**config.mk**
```make
export PLATFORM = sky130hd
export DESIGN_NAME = signal_phase_lock
export DESIGN_NICKNAME = d
export VERILOG_FILES = /design/src/rtl/signal_phase_lock.sv
export SDC_FILE = /design/constraint.sdc
export NUM_CORES = 1
export LEC_CHECK = 0
export ABC_AREA = 1
export ABC_CLOCK_PERIOD_IN_PS = 3300
export BUFFER_PORTS_ARGS = -buffer_cell sky130_fd_sc_hd__clkbuf_2
export CORE_AREA = 8 8 89 91
export CTS_BUF_LIST = sky130_fd_sc_hd__clkbuf_2
export DETAILED_ROUTE_END_ITERATION = 16
export DIE_AREA = 0 0 97 99
export PLACE_DENSITY = 0.52
export SLEW_MARGIN = 20
export SYNTH_ARGS = -nofsm -noshare
export SYNTH_HDL_FRONTEND = slang
export SYNTH_SLANG_ARGS = --single-unit
```
**constraint.sdc**
```tcl
create_clock -name clk_s_i -period 3.3 [get_ports clk_s_i]
set_input_delay 0 -clock clk_s_i [delete_from_list [all_inputs] [get_ports clk_s_i]]
set_output_delay 0 -clock clk_s_i [all_outputs]
set_load 0.02 [all_outputs]
```
**src/rtl/signal_phase_lock.sv**
```systemverilog
// signal_phase_lock: source mux, edge-phase measurement and lock
// tracking with a mid-bit sample strobe, all in the sampling domain.
module signal_phase_lock #(
  parameter int RATIO  = 12,
  parameter int RBITS  = 4,
  parameter int WIDTH  = 24,
  parameter int SBITS  = 5,
  parameter int QBITS  = 3,
  parameter int COUNT  = 3,
  parameter int CBITS  = 2,
  parameter int WINDOW = 1
) (
  input  logic             clk_s_i,
  input  logic             reset_n_i,
  input  logic             tick_i,
  input  logic [WIDTH-1:0] sig_i,
  input  logic [SBITS-1:0] select_i,
  input  logic             align_i,
  input  logic             drift_i,
  input  logic             cycle_i,
  input  logic             retry_i,
  output logic             start_o,
  output logic [RBITS-1:0] phase_o,
  output logic [RBITS:0]   delta_o,
  output logic             valid_o,
  output logic             error_o
);
  localparam int NPAD = 2 ** SBITS;
  localparam int GW   = 2 ** QBITS;
  localparam int HALF = RATIO / 2;

  localparam logic [RBITS-1:0] LAST   = RBITS'(RATIO - 1);
  localparam logic [RBITS:0]   RAT_W  = (RBITS+1)'(RATIO);
  localparam logic [RBITS:0]   HALF_W = (RBITS+1)'(HALF);
  localparam logic [RBITS:0]   WIN_LO = (RBITS+1)'(WINDOW);
  localparam logic [RBITS:0]   WIN_HI = (RBITS+1)'(RATIO - WINDOW);
  localparam logic [CBITS:0]   CNT_W  = (CBITS+1)'(COUNT);

  typedef enum logic [1:0] {
    S_IDLE,
    S_ACQ,
    S_LOCK,
    S_ERR
  } state_e;

  state_e state_q, state_d;

  logic [RBITS-1:0] cycle_q, cycle_d;
  logic [RBITS-1:0] phase_q, phase_d;
  logic [RBITS:0]   delta_q, delta_d;
  logic [CBITS-1:0] count_q, count_d;
  logic             seed_q, seed_d;

  logic [GW-1:0]    grp_q;
  logic             bit_q;
  logic             prev_q;
  logic             xedge_q;

  logic [NPAD-1:0]  sig_pad;
  logic [SBITS-1:0] grp_base;
  logic [RBITS:0]   diff;
  logic [RBITS:0]   raw;
  logic [RBITS:0]   dlt;
  logic [RBITS:0]   mid_s;
  logic [RBITS:0]   mid;
  logic [RBITS-1:0] ph_inc;
  logic [RBITS-1:0] ph_dec;
  logic             in_win;
  logic             cnt_hit;

  assign sig_pad  = NPAD'(sig_i);
  assign grp_base = {select_i[SBITS-1:QBITS], {QBITS{1'b0}}};

  // Group then bit select, followed by toggle detection on the chosen bit.
  always_ff @(posedge clk_s_i or negedge reset_n_i) begin
    if (!reset_n_i) begin
      grp_q   <= '0;
      bit_q   <= 1'b0;
      prev_q  <= 1'b0;
      xedge_q <= 1'b0;
    end else begin
      grp_q   <= sig_pad[grp_base +: GW];
      bit_q   <= grp_q[select_i[QBITS-1:0]];
      prev_q  <= bit_q;
      xedge_q <= bit_q ^ prev_q;
    end
  end

  // Reference-cycle counter: tick realigns, otherwise wrap or park at the top.
  always_comb begin
    cycle_d = cycle_q + 1'b1;
    if (tick_i) begin
      cycle_d = '0;
    end else if (cycle_q == LAST) begin
      cycle_d = cycle_i ? '0 : cycle_q;
    end
  end

  // Phase error of the current cycle against the held phase, folded.
  assign diff    = {1'b0, cycle_q} - {1'b0, phase_q};
  assign raw     = diff[RBITS] ? diff + RAT_W : diff;
  assign dlt     = (raw >= HALF_W) ? raw - RAT_W : raw;
  assign in_win  = (raw <= WIN_LO) || (raw >= WIN_HI);
  assign cnt_hit = ({1'b0, count_q} + 1'b1) == CNT_W;
  assign ph_inc  = (phase_q == LAST) ? '0 : phase_q + 1'b1;
  assign ph_dec  = (phase_q == '0) ? LAST : phase_q - 1'b1;
  assign mid_s   = {1'b0, phase_q} + HALF_W;
  assign mid     = (mid_s >= RAT_W) ? mid_s - RAT_W : mid_s;

  // Lock state register.
  always_ff @(posedge clk_s_i or negedge reset_n_i) begin
    if (!reset_n_i) begin
      state_q <= S_IDLE;
    end else begin
      state_q <= state_d;
    end
  end

  // Lock transitions; align_i low always wins.
  always_comb begin
    state_d = state_q;
    if (!align_i) begin
      state_d = S_IDLE;
    end else begin
      unique case (state_q)
        S_IDLE: state_d = S_ACQ;
        S_ACQ: begin
          if (xedge_q && seed_q && in_win && cnt_hit) begin
            state_d = S_LOCK;
          end
        end
        S_LOCK: begin
          if (xedge_q && !in_win) begin
            state_d = S_ERR;
          end
        end
        S_ERR: begin
          if (retry_i) begin
            state_d = S_ACQ;
          end
        end
        default: state_d = S_IDLE;
      endcase
    end
  end

  // Seeding, in-window counting, drift steps and error capture.
  always_comb begin
    phase_d = phase_q;
    delta_d = delta_q;
    count_d = count_q;
    seed_d  = seed_q;
    if (!align_i || state_q == S_IDLE) begin
      count_d = '0;
      seed_d  = 1'b0;
    end else begin
      if (xedge_q) begin
        delta_d = dlt;
      end
      unique case (state_q)
        S_ACQ: begin
          if (xedge_q) begin
            if (!seed_q || !in_win) begin
              phase_d = cycle_q;
              count_d = '0;
              seed_d  = 1'b1;
            end else begin
              count_d = count_q + 1'b1;
            end
          end
        end
        S_LOCK: begin
          if (xedge_q && in_win && drift_i && raw != '0) begin
            phase_d = dlt[RBITS] ? ph_dec : ph_inc;
          end
        end
        S_ERR: begin
          if (retry_i) begin
            count_d = '0;
            seed_d  = 1'b0;
          end
        end
        default: begin
          count_d = '0;
          seed_d  = 1'b0;
        end
      endcase
    end
  end

  // Datapath registers.
  always_ff @(posedge clk_s_i or negedge reset_n_i) begin
    if (!reset_n_i) begin
      cycle_q <= '0;
      phase_q <= '0;
      delta_q <= '0;
      count_q <= '0;
      seed_q  <= 1'b0;
    end else begin
      cycle_q <= cycle_d;
      phase_q <= phase_d;
      delta_q <= delta_d;
      count_q <= count_d;
      seed_q  <= seed_d;
    end
  end

  // Status and mid-bit strobe, all derived from registered state.
  always_comb begin
    valid_o = (state_q == S_LOCK);
    error_o = (state_q == S_ERR);
    start_o = (state_q == S_LOCK) && ({1'b0, cycle_q} == mid);
    phase_o = phase_q;
    delta_o = delta_q;
  end

endmodule

```
Word level (Yosys, flattened, before mapping)
Index checks and enable logic that the tools add are counted.
- logic and storage cells: 99
- output and inout port bits: 12
- bits of input ports: 36
- bits in registers: 29
- muxes and demuxes: 30
- add/subtract/negate cells: 10
- reductions and logical operators: 23
- magnitude comparators: 5
- equality and inequality tests: 18
- shifts and indexed selects: 1
- bitwise gates (word level): 2
- operators with widths (kind ; count):
    two-way mux 4 bit ; 9
    indexed part select 32 x 6 -> 8 bit ; 1
    two-way mux 2 bit ; 8
    two-way mux 5 bit ; 3
    inequality test 3 bit (second input constant) ; 5
    greater-or-equal comparator 5 x 4 -> 1 bit (second input constant) ; 2
    subtractor 5 x 4 -> 5 bit (second input constant) ; 2
    adder 4 x 1 -> 4 bit (second input constant) ; 2
    == test 4 bit (second input constant) ; 2
    logical AND 1 bit ; 8
    one-hot mux 2 bit (4 select lines) ; 1
    one-hot mux 4 bit (2 select lines) ; 1
    inequality test 3 x 2 -> 1 bit (second input constant) ; 2
    one-hot mux 2 bit (3 select lines) ; 1
    AND reduction 3 bit ; 2
    adder 4 x 3 -> 5 bit (second input constant) ; 1
    adder 5 x 4 -> 5 bit (second input constant) ; 1
    == test 4 x 5 -> 1 bit ; 1
    greater-or-equal comparator 5 x 3 -> 1 bit (second input constant) ; 1
    <= comparator 5 x 1 -> 1 bit (second input constant) ; 1
    two-way mux 1 bit ; 5
    AND reduction 5 bit ; 1
    nonzero test 5 bit ; 1
    subtractor 4 x 4 -> 5 bit ; 1
    20 further kinds ; 27

Logic depth before layout (Yosys ltp)
- depth in word-level cells: 11
- mapped depth: 23
- gate-level depth less buffers: 23

Worst setup path after synthesis
OpenSTA, ideal clock, no wires.
- kind: reg-to-reg
- start point: reg phase_q[1] (netlist: phase_o[1])
- end point: reg phase_q[0] (netlist: phase_o[0])
- data arrival time: 2753 ps
- stages on the path, launching flop included: 22
- required time: 3183 ps
- setup slack: 430 ps
- cells stage by stage: dfrtp_1 -> inv_1 -> fa_1 -> inv_1 -> nand2_1 -> nand2_2 -> inv_2 -> nor2_4 -> nand3_4 -> nand2_4 -> inv_1 -> ha_1 -> o21ai_0 -> nor2_1 -> a21oi_1 -> nand3_2 -> nand2_1 -> nand2_1 -> nand3_2 -> inv_2 -> nand2_1 -> nand2_1
- cells in the longest elaborated chain, start to end: 10
- elaborated cells on any way between the ends: 25
- those cells by class: add/sub (3); order compare (3); eq/ne (3); mux (7); reduce/logical (9)
- RTL lines (item ; line ; RTL):
    start: declaration ; 49 ; logic [RBITS-1:0] phase_q, phase_d;
    start signal: assignment ; 201 ; phase_q <= phase_d;
    subtractor 4 x 4 -> 5 bit ; 100 ; assign diff = {1'b0, cycle_q} - {1'b0, phase_q};
    adder 5 x 4 -> 5 bit ; 101 ; assign raw = diff[RBITS] ? diff + RAT_W : diff;
    two-way mux 5 bit ; 101 ;
    <= comparator 5 x 1 -> 1 bit / greater-or-equal comparator 5 x 4 -> 1 bit (equally long branches) ; 103 ; assign in_win = (raw <= WIN_LO) || (raw >= WIN_HI);
    logical OR 1 bit ; 103 ;
    logical AND 1 bit (3 in series) ; 173 ; if (xedge_q && in_win && drift_i && raw != '0) begin
    inequality test 2 x 1 -> 1 bit (no source line) ; - ;
    AND reduction 5 bit (no source line) ; - ;
Several ways; a longest one is shown, not always the timed one. The select of a mux whose other input is x is not followed.
A chain may end at the register's enable or synchronous reset.

Worst setup path after layout
- start point: reg cycle_q[0]
- end point: reg phase_q[0] (netlist: phase_o[0])
- cells in the longest elaborated chain, start to end: 10
- elaborated cells on any way between the ends: 23
- those cells by class: add/sub (3); order compare (3); eq/ne (2); mux (7); reduce/logical (8)
- RTL lines (item ; line ; RTL):
    start: declaration ; 48 ; logic [RBITS-1:0] cycle_q, cycle_d;
    start signal: assignment ; 200 ; cycle_q <= cycle_d;
    subtractor 4 x 4 -> 5 bit ; 100 ;
    adder 5 x 4 -> 5 bit ; 101 ;
    two-way mux 5 bit ; 101 ;
    <= comparator 5 x 1 -> 1 bit / greater-or-equal comparator 5 x 4 -> 1 bit (equally long branches) ; 103 ;
    logical OR 1 bit ; 103 ;
    logical AND 1 bit (3 in series) ; 173 ;
    inequality test 2 x 1 -> 1 bit (no source line) ; - ;
    AND reduction 5 bit (no source line) ; - ;
Several ways; a longest one is shown, not always the timed one. The select of a mux whose other input is x is not followed.

==> results_dict.tcl <==
set metrics [dict create \
    post_drt_wl_per_cell_um 11.73 \
    setup-violations-final 0 \
    ant_nets 0 \
    total_power_w 0.002609 \
    cp_top_family "simple AND/OR/NAND/NOR gates" \
    skew_ps 14.69 \
    synth_nets 354 \
    setup_tns_ps 0 \
    synth_area_leaders "dfrtp_1 33%, ha_1 13%, nand2_1 11%" \
    overflow 0 \
    h-tree-depth 2 \
    synthToLayoutAreaGrowth_pct 29.82 \
    fp.dieW_um 97 \
    top_usage_layer "met2" \
    numCtsBuffers 5 \
    antenna_found_initial 0 \
    cts_root_buf "clkbuf_2" \
    cp_max_fo 5 \
    antenna_cells 0 \
    holdCritStartpoint "select_i[1]" \
    crit_slowest_cell "dfrtp_1" \
    gr-usage-met1 0.1385 \
    path_buf_inv 6 \
    post-route-period-util 0.9126 \
    dpl_cell_area_um2 2561 \
    cp.arrival_ps 3290 \
    hold_class "primary input to flip-flop" \
    hpwl_um 4153 \
    grt.total_usage 0.1152 \
    yosysSeqAreaShare 0.3282 \
    hold_violations 0 \
    drtIter0Drc 110 \
    rsz0062_at_grt "no" \
    max_freq_mhz 332.0 \
    slew_viol_final 0 \
    syn_avg_cell_area_um2 7.520 \
    vias_per_cell 4.693 \
    synth_cell_types 31 \
    power.density_nw_per_um2 909.1 \
    initial_utilization 0.3366 \
    min_to "bit_q" \
    worstMarginPinSlew_ps 747.9 \
    timing.final.crit_period_ps 3012 \
    leakage_nw 1.516 \
    die_area_um2 9603 \
    clockBufferDepth 2 \
    maxSlewHeadroom 0.5014 \
    cts_tree "built" \
    clkTransAtPathRegs_ps 180 \
    ys_warn_count 0 \
    slowest_delay_ps 440 \
    reg2reg_slack_ps 290 \
    maxCapViolCount 0 \
    critical_path_class "flip-flop to flip-flop" \
    io_buffers 47 \
    grt_pass1_wl_um 9446 \
    postLayoutCellArea_um2 2870 \
    yosysTopAreaCellShare 0.3282 \
    synth_top_area_cell "dfrtp_1" \
    ioPinCount 48 \
    critical_path.cell_chain "inv_2 -> ha_1 -> inv_1 -> fa_1 -> inv_1 -> nand2_1 -> nand2_2 -> inv_2 -> nor2_4 -> nand3_4 -> nand2_4 -> inv_1 -> ha_1 -> o21ai_1 -> nor2_1 -> a21oi_1 -> nand3_2 -> nand2_1 -> nand2_1 -> nand3_2 -> inv_2 -> nand2_1 -> nand2_1" \
    synth_seq_cells 29 \
    met3_usage 0.03709 \
    via_count 2126 \
    vdd_drop_max_v 0.0004806 \
    synth_area_um2 2211 \
    timing.hold.ws_ps 114.1 \
    postRouteWirelength_um 5314 \
    drt_first_pass_iters 4 \
    num_rows 30 \
    core_um2 6569 \
    end_kind "flip-flop" \
    regToRegStartpoint "cycle_q[0]" \
    drc_errors 0 \
    start_kind "flip-flop" \
    place.gp.congestion 0.8721 \
    grt_pass1_vias 2114 \
    status "completed" \
    clk_latency_ps 370 \
    reg2reg_to "phase_o[0]" \
    nets 432 \
    cts_sinks 29 \
    drive_gt1_frac 0.2198 \
    syn_inst 294 \
    grt_start_max_net_pins 30 \
    fp.dieH_um 99 \
    hold_depth 4 \
    use_met2 0.1891 \
    r2r_cells 23 \
    cp_data_required_time_ps 3580 \
    crit_top_cell "nand2_1" \
]
==> area by class of cell <==
cell class	count	area (um^2)
fillers	639	3699
multi-input cells	228	1346
flip-flops and latches	29	725.7
repair buffers	75	503.0
inverters	33	123.9
well taps	80	100.1
clock inverters	3	46.29
clock buffers	5	25.02
==> state kept, by name, indices dropped and copies added (netlist names) <==
register	count
state_q	2
prev_q	1
grp_q	8
cycle_q	4
seed_q	1
delta_o	5
count_q	2
bit_q	1
xedge_q	1
phase_o	4
==> where the power goes <==
part / switching [W] / total, W / internal, W
sequential: 0.0000620 / 0.000494 / 0.000432
combinational: 0.00118 / 0.00185 / 0.000667
clock: 0.000140 / 0.000269 / 0.000129
total: 0.00138 / 0.00261 / 0.00123
==> synthesized netlist by cell type <==
library cell and instances:
nand3_1 28, nand3_4 1, nor3_1 1, nand2_1 66, dfrtp_1 29, o221ai_1 1
ha_1 23, xor2_1 5, fa_1 1, o21ai_0 18, nand4_1 1, o31ai_1 8
nand3b_1 2, nand4_2 1, nor2_4 1, inv_1 30, nand2_2 6, o32ai_1 2
clkbuf_1 2, buf_1 2, nand2_4 1, nor2_1 40, a31oi_1 1, a22o_1 1
inv_2 3, a21oi_1 9, a21oi_2 2, xnor2_1 3, o21ai_2 1, nand3_2 4
mux2_2 1
==> per-layer routing <==
layer | up-vias | part of all wire
met5 | - | 0
li1 | 1116 | -
met4 | 0 | 0.011
met1 | 930 | 0.45
met3 | 4 | 0.079
met2 | 76 | 0.46
==> metrics by stage <==
step | worst slack, ps | instances | util
2_1_floorplan | 430.5 | 294 | -
3_3_place_gp | 384.4 | 421 | 0.3899
3_5_place_dp | 260.7 | 421 | 0.3899
4_1_cts | 226.1 | 452 | 0.4358
5_1_grt | 30.29 | 453 | 0.4370
6_report | 288.3 | 453 | 0.4370
==> placed cells by master (no fill, tap or decap), types with 2 or more instances in the layout <==
cell and instances:
a21oi_1 9, a21oi_2 2, buf_4 5, clkbuf_2 52
dfrtp_1 29, dlygate4sd3_1 23, ha_1 23, inv_1 29
inv_2 4, nand2_1 66, nand2_2 6, nand3_1 28
nand3_2 4, nand3b_1 2, nor2_1 40, o21ai_0 17
o31ai_1 8, o32ai_1 2, xnor2_1 3, xor2_1 5
==> cells by family (layout without fill, tap and decap cells) <==
kind of cell | Yosys count | after routing | synth area share
AOI/OAI and AO/OA | 43 | 43 | 0.1189
xor gates and xnor gates | 8 | 8 | 0.03169
adders and majority gates | 24 | 24 | 0.1392
buffers and inverters | 37 | 116 | 0.06282
DFF | 29 | 29 | 0.3282
muxes | 1 | 1 | 0.005093
and+or+nand+nor | 152 | 152 | 0.3141
==> repair_timing <==
item                       in CTS  in global routing
hold buffers                   23                  0
gates resized for setup         0                  2
setup endpoints to repair       0                  6
hold endpoints to repair       45                  0
buffers inserted                0                  1
==> worst register-to-register path, cell delays in order, from the launching register on <==
cell and delay, ps:
dfrtp_1 440, inv_2 90, ha_1 140, inv_1 60
fa_1 400, inv_1 70, nand2_1 60, nand2_2 80
inv_2 50, nor2_4 140, nand3_4 120, nand2_4 100
inv_1 60, ha_1 210, o21ai_1 130, nor2_1 50
a21oi_1 140, nand3_2 150, nand2_1 100, nand2_1 60
nand3_2 120, inv_2 60, nand2_1 60, nand2_1 40
==> worst max path at each step <==
stage | cells after the start | start | end | slack [ps]
3_3_place_gp | 19 | phase_o[2] | phase_o[0] | 380
2_1_floorplan | 21 | phase_o[1] | phase_o[0] | 430
4_1_cts | 23 | cycle_q[0] | phase_o[0] | 230
6_report | 23 | cycle_q[0] | phase_o[0] | 290
3_5_place_dp | 23 | cycle_q[0] | phase_o[0] | 260
5_1_grt | 23 | cycle_q[0] | phase_o[0] | 30
Power figures use the tool's default switching activity.
